File: config.mk
export PLATFORM = sky130hd
export DESIGN_NAME = display_scheduler
export DESIGN_NICKNAME = d
export VERILOG_FILES = /design/src/rtl/display_pkg.sv /design/src/rtl/bin2bcd_seq.sv /design/src/rtl/display_scheduler.sv
export SDC_FILE = /design/constraint.sdc
export NUM_CORES = 1
export LEC_CHECK = 0
export BUFFER_PORTS_ARGS = -buffer_cell sky130_fd_sc_hd__buf_2
export CAP_MARGIN = 40
export CORE_UTILIZATION = 58
export CTS_BUF_LIST = sky130_fd_sc_hd__clkbuf_16
export DETAILED_ROUTE_END_ITERATION = 7
export PLACE_DENSITY_LB_ADDON = 0.3
export SLEW_MARGIN = 15
export SYNTH_ARGS = -nofsm -noshare
export SYNTH_HDL_FRONTEND = slang
export SYNTH_SLANG_ARGS = --single-unit
File: constraint.sdc
create_clock -name clk_i -period 2.14 [get_ports clk_i]
set_input_delay 0.214 -clock clk_i [delete_from_list [all_inputs] [get_ports clk_i]]
set_output_delay 0.214 -clock clk_i [all_outputs]
set_load 0.01 [all_outputs]
File: src/rtl/display_pkg.sv
// Shared types and constants for the display scheduler slice.
// Holds the FSM encoding and the BCD add-3 helper.
package display_pkg;

  typedef enum logic [1:0] {
    IDLE,
    CONVERT,
    SHOW
  } state_e;

  localparam int BIN_W     = 7;
  localparam int BCD_W     = 8;
  localparam int CONV_ITER = 7;

  localparam logic [BCD_W-1:0] BCD_BLANK = 8'hFF;
  localparam logic [BIN_W-1:0] BIN_MAX   = 7'd99;

  function automatic logic [3:0] add3(input logic [3:0] n);
    return (n >= 4'd5) ? n + 4'd3 : n;
  endfunction

endpackage

File: src/rtl/bin2bcd_seq.sv
// Sequential double-dabble: 7-bit binary to two BCD digits.
// done_o marks the cycle whose edge completes the last shift.
module bin2bcd_seq
  import display_pkg::*;
(
  input  logic             clk_i,
  input  logic             rst_i,
  input  logic             start_i,
  input  logic [BIN_W-1:0] bin_i,
  output logic             done_o,
  output logic [BCD_W-1:0] bcd_o,
  output logic             ovf_o
);

  localparam int SH_W = BCD_W + BIN_W;
  localparam int IT_W = $clog2(CONV_ITER);

  logic [SH_W-1:0] r_sh;
  logic [SH_W-1:0] w_sh_nxt;
  logic [IT_W-1:0] r_it;
  logic            r_run;
  logic            r_ovf;

  // Tens carry-out beyond 8 bits only occurs for values >99, which blank anyway.
  assign w_sh_nxt = {3'(add3(r_sh[SH_W-1 -: 4])),
                     add3(r_sh[SH_W-5 -: 4]),
                     r_sh[BIN_W-1:0], 1'b0};

  assign done_o = r_run && (r_it == IT_W'(CONV_ITER - 1));
  assign bcd_o  = w_sh_nxt[SH_W-1 -: BCD_W];
  assign ovf_o  = r_ovf;

  always_ff @(posedge clk_i or negedge rst_i) begin
    if (!rst_i) begin
      r_sh  <= '0;
      r_it  <= '0;
      r_run <= 1'b0;
      r_ovf <= 1'b0;
    end else if (start_i) begin
      r_sh  <= {{BCD_W{1'b0}}, bin_i};
      r_it  <= '0;
      r_run <= 1'b1;
      r_ovf <= (bin_i > BIN_MAX);
    end else if (r_run) begin
      r_sh <= w_sh_nxt;
      r_it <= r_it + IT_W'(1);
      if (done_o) r_run <= 1'b0;
    end
  end

endmodule

File: src/rtl/display_scheduler.sv
// Round-robin sharing of the two-digit BCD display between requesters.
// Grants, converts the latched value, then holds it for a dwell time.
module display_scheduler
  import display_pkg::*;
#(
  parameter  int N_REQ        = 2,
  parameter  int DWELL_CYCLES = 27000000,
  localparam int SRC_W        = (N_REQ > 1) ? $clog2(N_REQ) : 1
) (
  input  logic                   clk_i,
  input  logic                   rst_i,
  input  logic [N_REQ-1:0]       req_i,
  input  logic [BIN_W*N_REQ-1:0] data_i,
  output logic [N_REQ-1:0]       ack_o,
  output logic [BCD_W-1:0]       bcd_o,
  output logic [SRC_W-1:0]       src_o,
  output logic                   busy_o
);

  localparam int CNT_W = (DWELL_CYCLES > 1) ? $clog2(DWELL_CYCLES) : 1;
  localparam logic [CNT_W-1:0] CNT_LOAD = CNT_W'(DWELL_CYCLES - 1);

  state_e           r_state;
  state_e           w_state_nxt;
  logic [SRC_W-1:0] r_ptr;
  logic [SRC_W-1:0] r_src;
  logic [SRC_W-1:0] w_k;
  logic [SRC_W-1:0] w_ptr_nxt;
  logic [N_REQ-1:0] r_ack;
  logic [N_REQ-1:0] w_onehot;
  logic [BIN_W-1:0] w_sel;
  logic [BCD_W-1:0] r_bcd;
  logic [BCD_W-1:0] w_bcd;
  logic [CNT_W-1:0] r_cnt;
  logic             w_found;
  logic             w_start;
  logic             w_done;
  logic             w_ovf;
  int               w_idx;

  // First pending request at or after the pointer, wrapping.
  always_comb begin
    w_found   = 1'b0;
    w_k       = '0;
    w_ptr_nxt = '0;
    w_onehot  = '0;
    w_sel     = '0;
    w_idx     = 0;
    for (int i = 0; i < N_REQ; i++) begin
      w_idx = int'(r_ptr) + i;
      if (w_idx >= N_REQ) w_idx = w_idx - N_REQ;
      if (!w_found && req_i[w_idx]) begin
        w_found   = 1'b1;
        w_k       = SRC_W'(w_idx);
        w_onehot  = N_REQ'(1) << w_idx;
        w_sel     = data_i[BIN_W*w_idx +: BIN_W];
        w_ptr_nxt = (w_idx == N_REQ - 1) ? '0 : SRC_W'(w_idx + 1);
      end
    end
  end

  always_comb begin
    w_state_nxt = r_state;
    w_start     = 1'b0;
    unique case (r_state)
      IDLE: begin
        if (w_found) begin
          w_start     = 1'b1;
          w_state_nxt = CONVERT;
        end
      end
      CONVERT: if (w_done) w_state_nxt = SHOW;
      SHOW:    if (r_cnt == '0) w_state_nxt = IDLE;
      default: w_state_nxt = IDLE;
    endcase
  end

  always_ff @(posedge clk_i or negedge rst_i) begin
    if (!rst_i) r_state <= IDLE;
    else        r_state <= w_state_nxt;
  end

  always_ff @(posedge clk_i or negedge rst_i) begin
    if (!rst_i) begin
      r_ptr <= '0;
      r_src <= '0;
      r_ack <= '0;
      r_bcd <= '0;
      r_cnt <= CNT_LOAD;
    end else begin
      r_ack <= w_start ? w_onehot : '0;
      if (w_start) begin
        r_src <= w_k;
        r_ptr <= w_ptr_nxt;
      end
      if (r_state == CONVERT && w_done)
        r_bcd <= w_ovf ? BCD_BLANK : w_bcd;
      if (r_state == SHOW)
        r_cnt <= (r_cnt == '0) ? CNT_LOAD : r_cnt - CNT_W'(1);
    end
  end

  bin2bcd_seq u_conv (
    .clk_i   (clk_i),
    .rst_i   (rst_i),
    .start_i (w_start),
    .bin_i   (w_sel),
    .done_o  (w_done),
    .bcd_o   (w_bcd),
    .ovf_o   (w_ovf)
  );

  assign ack_o  = r_ack;
  assign bcd_o  = r_bcd;
  assign src_o  = r_src;
  assign busy_o = (r_state != IDLE);

endmodule

-- Word level (Yosys, flattened, before mapping)
Index checks and enable logic that the tools add are counted.
- register bits: 59
- bits of input ports: 18
- output and inout bits: 12
- word-level logic and storage cells: 87
- $add $sub $neg: 9
- $mul: 2
- order comparisons: 7
- equal/unequal tests: 8
- shift-type cells: 4
- multiplexer cells: 38
- reduce and logical (&&, ||, !) cells: 9
- operators with widths (cell ; number):
    32-bit by 2-bit == test with 1-bit output, second input constant ; 2
    32-bit by 3-bit less-than comparator with 1-bit output, second input constant ; 2
    4-bit by 32-bit multiplier with 32-bit output, first input constant ; 2
    32-bit two-way mux ; 2
    14-bit by 32-bit indexed part select with 7-bit output ; 2
    1-bit by 32-bit << shifter with 2-bit output, first input constant ; 2
    15-bit two-way mux ; 2
    25-bit zero test ; 1
    25-bit two-way mux ; 1
    25-bit by 1-bit subtractor with 25-bit output, second input constant ; 1
    1-bit two-way mux ; 19
    7-bit two-way mux ; 2
    2-bit two-way mux ; 6
    3-bit two-way mux ; 3
    4-bit by 3-bit >= comparator with 1-bit output, second input constant ; 2
    8-bit two-way mux ; 1
    7-bit greater-than comparator, second input constant ; 1
    2-bit != test, second input constant ; 3
    2-bit one-hot mux with 3 select lines ; 1
    4-bit by 2-bit adder with 4-bit output, second input constant ; 1
    4-bit two-way mux ; 1
    2-bit nonzero test ; 2
    3-bit by 1-bit adder with 3-bit output, second input constant ; 1
    3-bit by 2-bit adder with 3-bit output, second input constant ; 1
    other kinds (13) ; 16

-- Longest topological paths before layout
- word-level depth: 12
- gate-level depth with buffers: 7

-- Modules after synthesis
A second synthesis with hierarchy kept.
- cells, all modules: 315
- area total of the unflattened synthesis: 3084.2 um^2
- by module, submodules not included (module ; times used ; cells an instance ; area each (um^2)):
    display_scheduler ; 1 ; 199 ; 1965.6
    bin2bcd_seq ; 1 ; 116 ; 1118.6

-- Worst setup path before layout
OpenSTA, ideal clock, no wires.
- path kind: reg-to-reg
- from: register r_cnt[15]
- to: register r_cnt[22]
- arrival time: 1.776 ns
- setup slack: 0.237 ns
- cell stages (with the launch flop): 6
- clock period less this slack: 1.903 ns
- cells stage by stage: dfstp_2 -> or4_1 -> buf_2 -> nor3_1 -> nand3_1 -> mux2_1
- cells in the longest elaborated chain, start to end: 2
- ends and longest elaborated chain (item ; RTL line ; text):
    from (decl) ; display_scheduler.sv:34 ; logic [CNT_W-1:0] r_cnt;
    from (signal assigned) ; display_scheduler.sv:99 ; r_cnt <= (r_cnt == '0) ? CNT_LOAD : r_cnt - CNT_W'(1);
    25-bit by 1-bit subtractor with 25-bit output or 25-bit zero test (tied branches) ; display_scheduler.sv:99 ;
    25-bit two-way mux * ; display_scheduler.sv:99 ;
Every way passes the cells marked *; elsewhere a longest branch is shown, timed or not.
A chain may end at the register's enable or synchronous reset.

-- Worst setup path after layout
- from: register r_cnt[9]
- to: register r_cnt[17]
The elaborated chain is that of the path after synthesis.

==> flow_summary.ini <==
[status]
outcome = complete, no violations

[detailed_routing]
drt_pass1_iterations = 4
via_count = 2325
detail_routed_net_length_per_standard_cell_um = 14.6
drt_iter0_markers = 88
antenna_violating_nets_post_route = 0
post-route-drc-count = 0
avgViaCountPerCell = 5.66
totalWireLength_um = 5990

[final_layout]
antenna-diode-count = 0
num-fill-cells = 386
synthToLayoutAreaGrowth_pct = 19.8
layout.nets = 364
seq_area_um2 = 1500
multiInputGateArea_um2 = 1400
final_cell_count_no_fill = 411
drive_above_1_share_pct = 23.5
final_instance_area_um2 = 3550

[floorplan]
core.rowCount = 25
floorplan.die_area_um2 = 5400
die_h_um = 73.5
start_util_pct = 61.5
coreArea_um2 = 4820
design.portCount = 30
die_w_um = 73.5

[worst_setup_path]
critPathBufInv = 0
crit_chain = or4_4 > nor4_4 > nand3_1 > o41ai_1 > o211ai_1
crit_required_ns = 2.37
critical_path.max_stage_delay_ns = 0.57
critical_path.max_fanout = 5
critPathKind = flip-flop to flip-flop
startpoint_type = flip-flop
timing.critical_path.max_delay_family = simple AND/OR/NAND/NOR gates
worst_setup_path_end_kind = flip-flop
critical-path-slowest-cell = or4_4
cp.arrival_ns = 2.23

[synthesis]
yosys-top-cells-area = dfrtp_1 34%, dfstp_2 17%, nor2_1 5.4%
yosys.cell_count.top_type = nor2_1
syn-num-nets = 320
syn_area_um2 = 2960
synth_sequential_area_ratio_pct = 50.7
yosysWarningCount = 0
yosysTopAreaCellShare_pct = 33.8
synth_cell_type_count = 50
ys_async_sr_fraction_pct = 100
synth_top_cells_by_count = 43 x nor2_1, 40 x dfrtp_1, 24 x nand2_1
post_synth.cell_area_avg_um2 = 10.0
synth-edff-count = 0
synth_seq_cells = 59
synth.largest_area_cell = dfrtp_1
ys.flop_type = dfrtp_1
synth_cells = 295

[timing]
achievable-frequency_mhz = 499
worst_clock_skew_ns = 0.00606
maxSlewViolCount = 0
tns_ns = 0
report.final.hold_viol_count = 0
setup_violations = 0
worstMarginPinSlew_ns = 0.694
max-slew-margin-rel_pct = 53.2
final.period_utilization_pct = 93.6
hold-worst-slack_ns = 0.132
rsz0062_at_grt = false
final.min_clock_period_ns = 2.00

[place]
detailed_place_hpwl_um = 4180
dpl.cell_count = 394
port_buffers = 29
globalplace.congestion = 0.848
dpl_cell_area_um2 = 3250

[pwr]
leakagePower_uw = 0.00164
worst_ir_drop_vdd_mv = 1.13
power_density_nw_per_um2 = 1620
total_power_uw = 5750

[clock_tree]
ctsHtreeMaxLevel = 3
tritoncts = yes
clk-insertion-delay-late_ns = 0.33
cts_root_buffer = clkbuf_16
cts_made_buffers = 9
cts_sinks = 59
clock_path_buffers = 2
clkSlewWorstSetupHoldPaths_ns = 0.05

[global_routing]
initial_antenna_violation_count = 0
first_global_vias = 2295
gr-total-overflow = 0
grt_pass1_wl_um = 10300
grt_max_degree = 38
gr-usage-all-layers_pct = 26.0

[worst_hold_path]
min_path_type = input port to flip-flop

[flow_run]
cap_viol_max_count = 0
-- path summary, 6_finish.rpt --
path,start,endpoint,slack (ns),cells past startpoint
worst max register to register,r_cnt[9],r_cnt[17],0.14,5
min in group asynchronous,rst_i,bcd_o[1],0.40,2
worst min-delay path,req_i[1],r_ptr,0.13,2
max in group asynchronous,rst_i,r_cnt[0],1.10,3
worst min register to register,src_o,src_o,0.48,1
worst max-delay path,r_cnt[9],r_cnt[17],0.14,5
-- report_power, final --
part	total [uW]	internal, uW	switching, uW
clock	1370	884	484
combinational	2200	1020	1180
sequential	2180	1710	474
total	5750	3610	2140
-- cell type report --
cell class,instances,share of cell area [%]
flip-flops and latches,59,42.3
multi-input cells,220,39.5
repair buffers,40,6.84
clock buffers,9,6.35
well taps,67,2.36
clock inverters,7,1.73
inverters,9,0.952
-- logic make-up after synthesis --
| family | Yosys count | synth area share [%] |
|---|---|---|
| compound gates | 54 | 11.2 |
| buf+inv | 16 | 2.07 |
| fa+ha+maj | 7 | 2.96 |
| mux | 14 | 4.86 |
| xor+xnor | 21 | 6.21 |
| flops | 59 | 50.7 |
| simple gates | 124 | 22.1 |
-- flip-flops by register name (all words and copies together) (netlist names) --
register,flops
ack_o,2
bcd_o,8
r_cnt,25
r_ptr,1
r_state,2
src_o,1
u_conv.ovf_o,1
u_conv.r_it,3
u_conv.r_run,1
u_conv.r_sh,15
-- routing by layer --
metal	part of all wire, %	track usage (%)	vias to the layer above
met5	0	0	-
met4	1.0	8.12	0
met3	3.8	9.47	5
met2	51	43.2	35
met1	44	31.4	1155
li1	-	-	1130
-- stage by stage --
step                util, %  worst slack [ns]
floorplan                 -             0.237
global placement       67.5             0.220
detailed placement     67.5             0.145
CTS                    73.6             0.134
global route           73.6            0.0328
finish                 73.6             0.137
-- what timing repair did --
item / 4_1_cts / 5_1_grt
buffers inserted: 0 / 0
endpoints found under the hold margin: 12 / 0
hold buffers: 1 / 0
gates resized for setup: 0 / 0
-- cell usage in the layout, fill, tap and decap left out, types with 11 or more instances in the layout --
cell,count
a21oi_1,18
buf_2,29
dfrtp_1,40
dfstp_2,19
mux2i_1,11
nand2_1,24
nor2_1,43
nor3_1,12
o21ai_0,12
xnor2_1,12
(Power assumes the default switching activity.)
